## src/rtl/tile_write_arbiter.sv

```systemverilog
// tile_write_arbiter: sole writer of the 6x8 tile array; frame-aligned level
// load plus gift/edit tile arbitration. Optional counter: TILE_GIFT_COUNT_EN.
module tile_write_arbiter #(
    parameter int NUM_COLS = 8,
    parameter int NUM_ROWS = 6,
    parameter int LEVELS   = 4
) (
    input  logic                       clk,
    input  logic                       resetN,
    input  logic                       StartOfFrame,
    input  logic                       load_req,
    input  logic [$clog2(LEVELS)-1:0]  load_level,
    output logic                       load_busy,
    output logic                       load_done,
    output logic [7:0]                 rom_addr,
    input  logic [1:0]                 rom_data,
    input  logic                       giftReq,
    input  logic [2:0]                 giftX,
    input  logic [2:0]                 giftY,
    output logic                       giftAck,
    input  logic                       editReq,
    input  logic [2:0]                 editX,
    input  logic [2:0]                 editY,
    input  logic [1:0]                 editInfo,
    output logic                       editAck,
`ifdef TILE_GIFT_COUNT_EN
    output logic [5:0]                 gifts_left,
    output logic                       all_gifts_cleared,
`endif
    output logic                       writeEn,
    output logic [2:0]                 TargetX,
    output logic [2:0]                 TargetY,
    output logic [1:0]                 information
);

    typedef enum logic [1:0] {S_IDLE, S_WAIT, S_LOAD} state_t;

    localparam logic [3:0] LP_COLS  = 4'(NUM_COLS);
    localparam logic [3:0] LP_ROWS  = 4'(NUM_ROWS);
    localparam logic [5:0] LP_TILES = 6'(NUM_COLS * NUM_ROWS);

    state_t                      r_state;
    logic [$clog2(LEVELS)-1:0]   r_level;
    logic [5:0]                  r_index;
    logic [2:0]                  r_x;
    logic [2:0]                  r_y;
    logic                        r_v1;
    logic [2:0]                  r_x1;
    logic [2:0]                  r_y1;

    logic w_serve;
    logic w_gift_go;
    logic w_edit_go;
    logic w_gift_in;
    logic w_edit_in;

    // A requester whose ack is showing is ignored for that cycle.
    assign w_serve   = (r_state == S_IDLE && !load_req) || (r_state == S_WAIT);
    assign w_gift_go = giftReq && !giftAck;
    assign w_edit_go = editReq && !editAck && !w_gift_go;
    assign w_gift_in = ({1'b0, giftX} < LP_COLS) && ({1'b0, giftY} < LP_ROWS);
    assign w_edit_in = ({1'b0, editX} < LP_COLS) && ({1'b0, editY} < LP_ROWS);

    assign rom_addr = (r_state == S_LOAD && r_index < LP_TILES)
                    ? 8'(r_level) * 8'(NUM_COLS * NUM_ROWS) + 8'(r_index)
                    : 8'd0;

    always_ff @(posedge clk or negedge resetN) begin
        if (!resetN) begin
            r_state     <= S_IDLE;
            r_level     <= '0;
            r_index     <= '0;
            r_x         <= '0;
            r_y         <= '0;
            r_v1        <= 1'b0;
            r_x1        <= '0;
            r_y1        <= '0;
            load_busy   <= 1'b0;
            load_done   <= 1'b0;
            giftAck     <= 1'b0;
            editAck     <= 1'b0;
            writeEn     <= 1'b0;
            TargetX     <= '0;
            TargetY     <= '0;
            information <= '0;
        end else begin
            load_done <= 1'b0;
            giftAck   <= 1'b0;
            editAck   <= 1'b0;
            writeEn   <= 1'b0;
            unique case (r_state)
                S_IDLE: begin
                    if (load_req) begin
                        r_level   <= load_level;
                        load_busy <= 1'b1;
                        r_state   <= S_WAIT;
                    end
                end
                S_WAIT: begin
                    if (load_req)
                        r_level <= load_level;
                    if (StartOfFrame) begin
                        r_state <= S_LOAD;
                        r_index <= '0;
                        r_x     <= '0;
                        r_y     <= '0;
                        r_v1    <= 1'b0;
                    end
                end
                S_LOAD: begin
                    // ROM answers one cycle after the address, so the
                    // coordinates ride a one-stage pipe alongside it.
                    r_v1    <= (r_index < LP_TILES);
                    r_x1    <= r_x;
                    r_y1    <= r_y;
                    r_index <= r_index + 6'd1;
                    if ({1'b0, r_x} == LP_COLS - 4'd1) begin
                        r_x <= '0;
                        r_y <= r_y + 3'd1;
                    end else begin
                        r_x <= r_x + 3'd1;
                    end
                    if (r_v1) begin
                        writeEn     <= 1'b1;
                        TargetX     <= r_x1;
                        TargetY     <= r_y1;
                        information <= rom_data;
                    end
                    if (r_index == LP_TILES + 6'd1) begin
                        r_state   <= S_IDLE;
                        load_busy <= 1'b0;
                        load_done <= 1'b1;
                    end
                end
                default: r_state <= S_IDLE;
            endcase
            if (w_serve) begin
                if (w_gift_go) begin
                    giftAck <= 1'b1;
                    if (w_gift_in) begin
                        writeEn     <= 1'b1;
                        TargetX     <= giftX;
                        TargetY     <= giftY;
                        information <= 2'b00;
                    end
                end else if (w_edit_go) begin
                    editAck <= 1'b1;
                    if (w_edit_in) begin
                        writeEn     <= 1'b1;
                        TargetX     <= editX;
                        TargetY     <= editY;
                        information <= editInfo;
                    end
                end
            end
        end
    end

`ifdef TILE_GIFT_COUNT_EN
    logic w_sof_go;
    logic w_ld_gift;
    logic w_gift_wr;
    logic w_edit_gift;

    assign w_sof_go    = (r_state == S_WAIT) && StartOfFrame;
    assign w_ld_gift   = (r_state == S_LOAD) && r_v1 && (rom_data == 2'b10);
    assign w_gift_wr   = w_serve && w_gift_go && w_gift_in;
    assign w_edit_gift = w_serve && w_edit_go && w_edit_in
                       && (editInfo == 2'b10);

    always_ff @(posedge clk or negedge resetN) begin
        if (!resetN) begin
            gifts_left        <= '0;
            all_gifts_cleared <= 1'b0;
        end else begin
            all_gifts_cleared <= (gifts_left == 6'd0) && !load_busy;
            if (w_sof_go)
                gifts_left <= '0;
            else if ((w_ld_gift || w_edit_gift) && gifts_left != 6'h3f)
                gifts_left <= gifts_left + 6'd1;
            else if (w_gift_wr && gifts_left != 6'd0)
                gifts_left <= gifts_left - 6'd1;
        end
    end
`endif

endmodule

```

## config.mk

```make
export PLATFORM = sky130hd
export DESIGN_NAME = tile_write_arbiter
export DESIGN_NICKNAME = d
export VERILOG_FILES = /design/src/rtl/tile_write_arbiter.sv
export SDC_FILE = /design/constraint.sdc
export NUM_CORES = 1
export LEC_CHECK = 0
export BUFFER_PORTS_ARGS = -buffer_cell sky130_fd_sc_hd__clkbuf_2
export CORE_MARGIN = 2
export CORE_UTILIZATION = 50
export CTS_BUF_LIST = sky130_fd_sc_hd__clkbuf_16
export CTS_CLUSTER_SIZE = 30
export DETAILED_ROUTE_END_ITERATION = 10
export HOLD_SLACK_MARGIN = 0.03
export PLACE_DENSITY = 0.8
export SYNTH_ARGS = -nofsm -noshare
export SYNTH_HDL_FRONTEND = slang
export SYNTH_SLANG_ARGS = --single-unit
```

## constraint.sdc

```tcl
create_clock -name clk -period 1.98 [get_ports clk]
set_clock_uncertainty 0.2 [all_clocks]
set_input_delay 0.198 -clock clk [delete_from_list [all_inputs] [get_ports clk]]
set_output_delay 0.198 -clock clk [all_outputs]
set_load 0.01 [all_outputs]
```

==> results by group <==
Yosys
  • Sequential element share of the synthesized area: 46.3%
  • Area contributors post-synth: dfrtp_1 (46%), nand2_1 (6.6%), ha_1 (5.8%)
  • Area leader, netlist: dfrtp_1
  • Primary FF master, synth: dfrtp_1
  • Synth top area share: 46.3%
  • Yosys warnings: 0
  • Synthesized instance count: 199
  • Async S/R FF share, synth: 100%
  • Mean post-synth cell area: 9.78 µm²
  • Synth Register Bits: 36
  • Mapped cell area: 1950 µm²
  • Net Count, Synth: 233
  • Post-synth EDFFs: 0
  • Synth unique cells: 44

Layout
  • Nets: 294
  • Leading cell type in the layout, fill and taps excluded: clkbuf_2
  • Share of post-route cells with drive strength above 1: 28.1%
  • P&R area growth vs syn: 30.7%
  • Most frequent cells in the layout: clkbuf_2 (42), dfrtp_1 (36), nand2_1 (34)
  • Post-Route Utilization: 68.5%
  • Inserted Diodes: 0

Routing
  • Drt pass-1 iters: 4
  • Post-DRT Antenna Nets: 0
  • Drt wl/cell: 15.1 µm
  • Via/cell ratio: 5.57
  • DRC: 0
  • DR vias: 1717
  • Initial DRC count: 153
  • Routed WL: 4650 µm

Setup path
  • CP arrival: 1.82 ns
  • Setup Crit Path Kind: register to output pin
  • Most frequent CP cell: ha_4
  • CP max stage delay: 0.40 ns
  • CP Capture Type: output pin
  • Crit-path slowest cell: dfrtp_1
  • Crit-path max FO: 2
  • Critical Path RT: 1.58 ns
  • Crit-path cells: ha_4, inv_4, ha_4, a21o_1, nand2_1, xnor2_1, and2_1, buf_2
  • Startpoint Class: register

Status
  • Status: finished with violations
  • Failing checks: setup timing

Placement
  • PortBufs: 44
  • DP HPWL: 3050 µm
  • GP Congestion: 0.801

Clock tree
  • Clock transition at path regs: 0.05 ns
  • Root Buffer: clkbuf_16
  • TritonCTS clock tree: yes
  • Worst skew pair latency: 0.27 ns
  • H-tree Lvls: 2
  • CTS buffer count: 5
  • Clk sinks: 36
  • Clock Tree Buf Depth: 2

STA
  • Final Hold Viols: 0
  • Actual slew at the worst max-slew pin: 0.511 ns
  • Final setup fails: 7
  • Max_slew headroom: 65.6%
  • Pins over their slew limit: 0
  • Post-layout worst setup margin: -0.235 ns
  • RSZ-0062 raised after global routing: true
  • Max frequency: 452 MHz
  • Fin crit share: 112%
  • Tmin final: 2.21 ns

Floorplan
  • Die width: 66.4 µm
  • Die height: 66.4 µm
  • Number of I/O pins: 45
  • Initial Utilization: 52.4%
  • Die area: 4410 µm²
  • Core Area: 3720 µm²
  • Row count: 22

GRT
  • Global-route usage over all layers: 22.4%
  • Vias in the first global route: 1593
  • GR Overflow Total: 0
  • Global-route wire length before repair: 7420 µm
  • Largest net degree at the start of global routing: 21
  • Initial antenna violation count: 0

Power
  • Leak: 1.28 nW
  • Worst vdd ir: 683 µV
  • Overall Power: 3.39 mW
  • Power density cells: 1330 nW/µm²

Run
  • Max-Cap Viols: 0

Min path
  • Hold Crit Class: input port to register
through the flow:
stage | TNS, ns | worst slack, ns | cell area [µm²] | hold slack [ns] | std cells
after CTS | -0.762 | -0.206 | 2530 | 0.0470 | 307
after global placement | 0 | 0.0375 | 2260 | -0.0262 | 290
after detailed placement | -0.0209 | -0.0209 | 2260 | -0.0287 | 290
after global routing | -1.58 | -0.302 | 2540 | 0.0724 | 308
final | -0.956 | -0.235 | 2540 | 0.0617 | 308
after floorplan | 0 | 0.111 | 1950 | -0.298 | 199
per-layer routing:
metal / wire length, µm / GRT usage, %
met1: 1990 / 28.4
met2: 2360 / 38.3
met3: 237 / 5.45
met4: 56 / 5.61
met5: 0 / 0
report_power, final:
part	switching [mW]	leakage (nW)	internal, mW	total (mW)
clock network	0.265	0.0648	0.449	0.714
registers	0.235	0.462	0.986	1.22
logic	0.767	0.754	0.690	1.46
sequential cells by signal (all words and copies together), names as in the netlist, 2 cells and up:
register     cells
TargetX          3
TargetY          3
information      2
r_index          6
r_level          2
r_state          2
r_x              3
r_x1             3
r_y              3
r_y1             3
cell type report:
class / instances / area (µm²)
Tap cell: 48 / 60.1
Clock inverter: 2 / 7.51
Timing Repair Buffer: 64 / 412
Clock buffer: 5 / 125
Multi-Input combinational cell: 149 / 1020
Fill cell: 263 / 1170
Sequential cell: 36 / 901
Inverter: 4 / 17.5
critical path, delay by kind of cell, from the launching register on:
family          cells  cell delay (ns)
flops               1             0.40
compound gates      1             0.10
buf+inv             2             0.17
simple gates        2             0.21
xor+xnor            1             0.11
fa+ha+maj           2             0.55
worst paths after layout:
path	depth (start not counted)	slack (ns)	start	endpoint
worst max-delay path	8	-0.23	r_level[1]	rom_addr[7]
worst min-delay path	3	0.06	editReq	editAck
max in group asynchronous	3	0.90	resetN	r_x[1]
min in group asynchronous	2	0.22	resetN	r_level[0]
worst min register to register	2	0.28	r_x1[2]	r_x1[2]
worst max register to register	5	0.16	r_state[0]	information[1]
Yosys cell counts (3+ instances only):
cell       n
nand2_1   34
clkbuf_1   6
o21ai_0    6
a221oi_1   3
mux2i_1    6
nand2b_1   5
a21oi_1   10
inv_1      4
dfrtp_1   36
xor2_1     3
and3_1     3
and2_1     8
nand4_1    3
nand3_1    5
o22ai_1    6
nor2b_1    5
nor2_1    11
ha_1       9
a22oi_1    4
repair_timing:
| action | in CTS | in global routing |
|---|---|---|
| endpoints found under the setup margin | 7 | 8 |
| pin swaps | 8 | 5 |
| hold endpoints to repair | 43 | 0 |
| resized for setup | 8 | 4 |
| hold buffers | 9 | 0 |
| setup buffers | 1 | 1 |
cell families after synthesis:
family | after synthesis | synth area share (%)
DFF | 36 | 46.3
xor gates and xnor gates | 5 | 2.25
and+or+nand+nor | 81 | 21.0
buffers and inverters | 14 | 3.41
muxes | 8 | 4.43
adders and majority gates | 10 | 6.81
AOI/OAI and AO/OA | 45 | 15.9
Note: power is estimated with default switching activity, not from simulation.
